===== config.mk =====
export PLATFORM = sky130hd
export DESIGN_NAME = set_cond_engine
export DESIGN_NICKNAME = d
export VERILOG_FILES = /design/src/rtl/set_pkg.sv /design/src/rtl/chunk_adder.sv /design/src/rtl/set_cond_engine.sv
export SDC_FILE = /design/constraint.sdc
export NUM_CORES = 1
export LEC_CHECK = 0
export CORE_MARGIN = 4
export CORE_UTILIZATION = 50
export CTS_CLUSTER_DIAMETER = 80
export DETAILED_ROUTE_END_ITERATION = 10
export PLACE_DENSITY = 0.85
export SETUP_SLACK_MARGIN = 0.3
export SLEW_MARGIN = 20
export SYNTH_ARGS = -nofsm -noshare
export SYNTH_HDL_FRONTEND = slang
export SYNTH_SLANG_ARGS = --single-unit

===== constraint.sdc =====
create_clock -name clk -period 11.1 [get_ports clk]
set_input_delay 1.11 -clock clk [delete_from_list [all_inputs] [get_ports clk]]
set_output_delay 1.11 -clock clk [all_outputs]
set_load 0.02 [all_outputs]

===== src/rtl/set_pkg.sv =====
// Shared types for the set-on-condition engine.
// Op encodings, FSM states and result width.
package set_pkg;

  localparam int RESULT_W = 32;

  typedef enum logic [2:0] {
    OP_SLT = 3'd0,
    OP_SEQ = 3'd1,
    OP_SNE = 3'd2,
    OP_SGT = 3'd3,
    OP_SLE = 3'd4,
    OP_SGE = 3'd5
  } op_e;

  typedef enum logic [1:0] {
    IDLE,
    CALC,
    DONE
  } state_e;

  function automatic logic cond_flag(
    input logic [2:0] op,
    input logic       lt,
    input logic       eq
  );
    logic f;
    f = 1'b0;
    case (op)
      OP_SLT:  f = lt;
      OP_SEQ:  f = eq;
      OP_SNE:  f = ~eq;
      OP_SGT:  f = ~lt & ~eq;
      OP_SLE:  f = lt | eq;
      OP_SGE:  f = ~lt;
      default: f = 1'b0;
    endcase
    return f;
  endfunction

endpackage


===== src/rtl/chunk_adder.sv =====
// W-bit adder slice with carry in and out.
// Reused every CALC cycle on a different chunk.
module chunk_adder #(
  parameter int W = 8
) (
  input  logic [W-1:0] x_i,
  input  logic [W-1:0] y_i,
  input  logic         c_i,
  output logic [W-1:0] s_o,
  output logic         c_o
);

  assign {c_o, s_o} = {1'b0, x_i}
                    + {1'b0, y_i}
                    + {{W{1'b0}}, c_i};

endmodule


===== src/rtl/set_cond_engine.sv =====
// Multi-cycle signed compare / set-on-condition.
// Computes A-B one chunk per cycle, then flags.
module set_cond_engine
  import set_pkg::*;
#(
  parameter int CHUNK = 8
) (
  input  logic        clk,
  input  logic        rst_n,
  input  logic        in_valid,
  output logic        in_ready,
  input  logic [31:0] a,
  input  logic [31:0] b,
  input  logic [2:0]  op,
  output logic        out_valid,
  input  logic        out_ready,
  output logic [31:0] result,
  output logic [31:0] diff,
  output logic        zf
);

  localparam int N  = RESULT_W / CHUNK;
  localparam int CW = (N > 1) ? $clog2(N) : 1;

  state_e        state_q;
  logic [31:0]   a_q;
  logic [31:0]   b_q;
  logic [2:0]    op_q;
  logic [CW-1:0] cnt_q;
  logic          carry_q;
  logic [31:0]   diff_q;
  logic          zf_q;
  logic [31:0]   result_q;

  int             base;
  logic [CHUNK-1:0] a_ch;
  logic [CHUNK-1:0] nb_ch;
  logic [CHUNK-1:0] sum;
  logic           co;
  logic           last;
  logic [31:0]    diff_d;
  logic           zf_d;
  logic           ovf;
  logic           lt;
  logic           flag_d;

  chunk_adder #(
    .W(CHUNK)
  ) u_add (
    .x_i(a_ch),
    .y_i(nb_ch),
    .c_i(carry_q),
    .s_o(sum),
    .c_o(co)
  );

  // Select the current chunk and fold its sum into diff/zf/flags.
  always_comb begin
    base   = int'(cnt_q) * CHUNK;
    a_ch   = a_q[base +: CHUNK];
    nb_ch  = ~b_q[base +: CHUNK];
    last   = (cnt_q == CW'(N - 1));
    diff_d = diff_q;
    diff_d[base +: CHUNK] = sum;
    zf_d   = zf_q & ~(|sum);
    ovf    = (a_q[31] & ~b_q[31] & ~diff_d[31])
           | (~a_q[31] & b_q[31] & diff_d[31]);
    lt     = diff_d[31] ^ ovf;
    flag_d = cond_flag(op_q, lt, zf_d);
  end

  // Control FSM and datapath registers.
  always_ff @(posedge clk or negedge rst_n) begin
    if (!rst_n) begin
      state_q  <= IDLE;
      a_q      <= '0;
      b_q      <= '0;
      op_q     <= '0;
      cnt_q    <= '0;
      carry_q  <= 1'b0;
      diff_q   <= '0;
      zf_q     <= 1'b0;
      result_q <= '0;
    end else begin
      unique case (state_q)
        IDLE: begin
          if (in_valid) begin
            a_q     <= a;
            b_q     <= b;
            op_q    <= op;
            cnt_q   <= '0;
            carry_q <= 1'b1;
            zf_q    <= 1'b1;
            state_q <= CALC;
          end
        end
        CALC: begin
          diff_q  <= diff_d;
          zf_q    <= zf_d;
          carry_q <= co;
          cnt_q   <= cnt_q + CW'(1);
          if (last) begin
            result_q <= {31'b0, flag_d};
            state_q  <= DONE;
          end
        end
        DONE: begin
          if (out_ready) begin
            state_q <= IDLE;
          end
        end
        default: state_q <= IDLE;
      endcase
    end
  end

  assign in_ready  = (state_q == IDLE);
  assign out_valid = (state_q == DONE);
  assign result    = result_q;
  assign diff      = diff_q;
  assign zf        = zf_q;

endmodule


==> out/qor.csv <==
metric;value;unit
gp_congestion;0.9704;
num_antenna_cells;0;
tritoncts;built;
wl_per_cell;17.21;um
drt_wl_total;11.15;mm
endpoint;result[0]$_DFFE_PN0P_;
final_antenna_net_count;0;
layout_setup_ws;7.042;ns
cts_hold_buffers;0;
multi_input_area;2286;um^2
place_ws;7.072;ns
grt_use_total;0.1929;
arrival;4.33;ns
drive_above_1_share;0.07379;
io_pins;138;
cts_buffers;9;
viasPerCell;5.458;
die_h;109.7;um
synth.most_common_cell;dfrtp_1;
nFillCells;748;
maxCapViolations;0;
end_kind;register;
drc;0;
timing.fmax;246.5;MHz
crit_required;11.38;ns
clockRootBuffer;clkbuf_8;
final.setup.tns;0;ns
num_vias;3537;
worst_slew_pin_slew;1.005;ns
core_area;9910;um^2
min_from;a_q[1]$_DFFE_PN0P_;
synth_top_area_cell;dfrtp_1;
cts_resized;0;
postCtsSetupBuffers;0;
fin_nets;596;
hpwl;8.600;mm
synth_edf_count;0;
worstReg2RegEnd;result[0]$_DFFE_PN0P_;
syn_avg_cell_area;12.72;um^2
synthTopCellsByCount;dfrtp_1, mux2_1, nand2_1;
port_buffers;106;
fin_crit;4.058;ns
reg2reg_depth;12;
ys_top_cells_by_area;dfrtp_1, mux2_1, mux4_2;
start_util;0.5213;
reg2reg_from;cnt_q[1]$_DFFE_PN0P_;
rows;36;
leakage;0.002736;uW
clk_path_buf_depth;2;
firstDrtPassIters;5;
synth_top_area_frac;0.5134;
rsz0062_at_grt;false;
ys_seq_elements;106;
reg2reg_slack;7.04;ns
cts_sinks;106;
worstSetupStartpointType;register;
hold_path.class;reg2reg;
slew_headroom;0.3286;
crit_path_start;cnt_q[1]$_DFFE_PN0P_;
area_growth;24.17;%
peakVddDrop;204.7;uV
path_class;reg2reg;
synth_warnings;0;
yosysSeqAreaShare;0.5134;
yosysUniqueCellTypes;48;
grt-ovfl-total;0;
dieArea;12020;um^2
regArea;2653;um^2
drv_slew;0;
synthArstFlopShare;1.000;
setup_viol;0;
status;finished clean;
syn-cell-area;5166;um^2
dieWidth;109.7;um
drt_iter0_markers;157;
grt_pass1_vias;3588;
grt_max_degree;74;
ys.flop_type;dfrtp_1;
grt_pass1_wl;17.73;mm
crit_fanout;20;
syn_inst;406;
antenna_found_initial;0;
power.density;326.9;nW/um^2
skew;0.01054;ns
hold_viol;0;
clock_latency;0.37;ns
post-route-period-util;0.3656;
htreeDepth;3;
clk_pin_slew;0.10;ns
[metrics by stage]
step / power [uW] / utilization / cell area (um^2) / std cells / hold slack, ns
final: 2097 / 0.6473 / 6415 / 648 / 0.4905
after global routing: 2251 / 0.6473 / 6415 / 648 / 0.5089
after CTS: 2094 / 0.6473 / 6415 / 648 / 0.4958
after detailed placement: 1876 / 0.6295 / 6238 / 632 / 0.4732
after global placement: 1824 / 0.6295 / 6238 / 632 / 0.4625
after floorplan: 1511 / - / 5279 / 436 / 0.4524
[sequential cells by signal (all words and copies together), names as in the netlist]
register and flops:
carry_q 1, cnt_q 2, result 1, a_q 32, diff 32, zf 1
op_q 3, state_q 2, b_q 32
[report_power, final]
| group | internal (uW) | switching (uW) |
|---|---|---|
| Sequential | 559 | 113 |
| Combinational | 526 | 680 |
| Clock | 83.6 | 135 |
| Total | 1170 | 928 |
[worst min-delay path by stage]
stage	endpoint	slack [ns]	cells after the start
2_1_floorplan	a_q[16]$_DFFE_PN0P_	0.45	1
4_1_cts	b_q[21]$_DFFE_PN0P_	0.50	1
5_1_grt	a_q[8]$_DFFE_PN0P_	0.51	1
3_5_place_dp	a_q[21]$_DFFE_PN0P_	0.47	1
3_3_place_gp	a_q[0]$_DFFE_PN0P_	0.46	1
6_report	a_q[1]$_DFFE_PN0P_	0.49	1
[per-layer routing]
metal	wire, um	global-route usage	vias up
li1	-	-	1610
met1	4911	0.2702	1757
met2	5219	0.3003	143
met3	743	0.03699	27
met4	276	0.07302	0
met5	0	0	-
[critical path, cell delays in order (launching register included)]
cell and delay, ns:
dfrtp_1 0.89, mux4_2 0.40, inv_1 0.08, fa_1 0.19, inv_1 0.07, fa_1 0.40, and3_1 0.18, o21a_1 0.20
o32a_1 0.20, a2111oi_1 0.73, a311oi_1 0.19, a31o_1 0.24, a31o_1 0.18
[area by class of cell]
cell class | count | area share
multi-input combinational | 270 | 0.3563
clock inverter | 6 | 0.007607
clock buffer | 10 | 0.01989
timing repair buffer | 109 | 0.1685
inverter | 14 | 0.008192
sequential | 106 | 0.4135
tap | 133 | 0.02594
[cell usage in the layout (no fill, tap or decap), types with 4 or more instances in the layout]
cell,synthesis,routed
clkbuf_8,0,9
nand2b_1,4,4
o21ai_0,6,6
nor2_1,9,9
buf_4,31,4
mux2_1,66,66
nand3b_1,6,6
a22o_1,12,12
nand3_1,5,5
clkdlybuf4s50_1,0,105
ha_1,13,13
o21ai_1,17,17
dfrtp_1,106,106
mux4_2,16,16
nand2_1,32,32
inv_1,14,14
conb_1,1,31
[logic make-up (layout without fill, tap and decap cells)]
logic type | after synthesis | in the layout | share of synthesized area
other cells | 1 | 31 | 0.0007259
xor+xnor | 3 | 3 | 0.005087
mux | 82 | 82 | 0.2136
fa+ha+maj | 15 | 15 | 0.03924
compound gates | 62 | 62 | 0.08622
flops | 106 | 106 | 0.5134
simple gates | 77 | 77 | 0.07557
buf+inv | 60 | 139 | 0.06612
No activity file was read; power rests on OpenSTA's default activity.
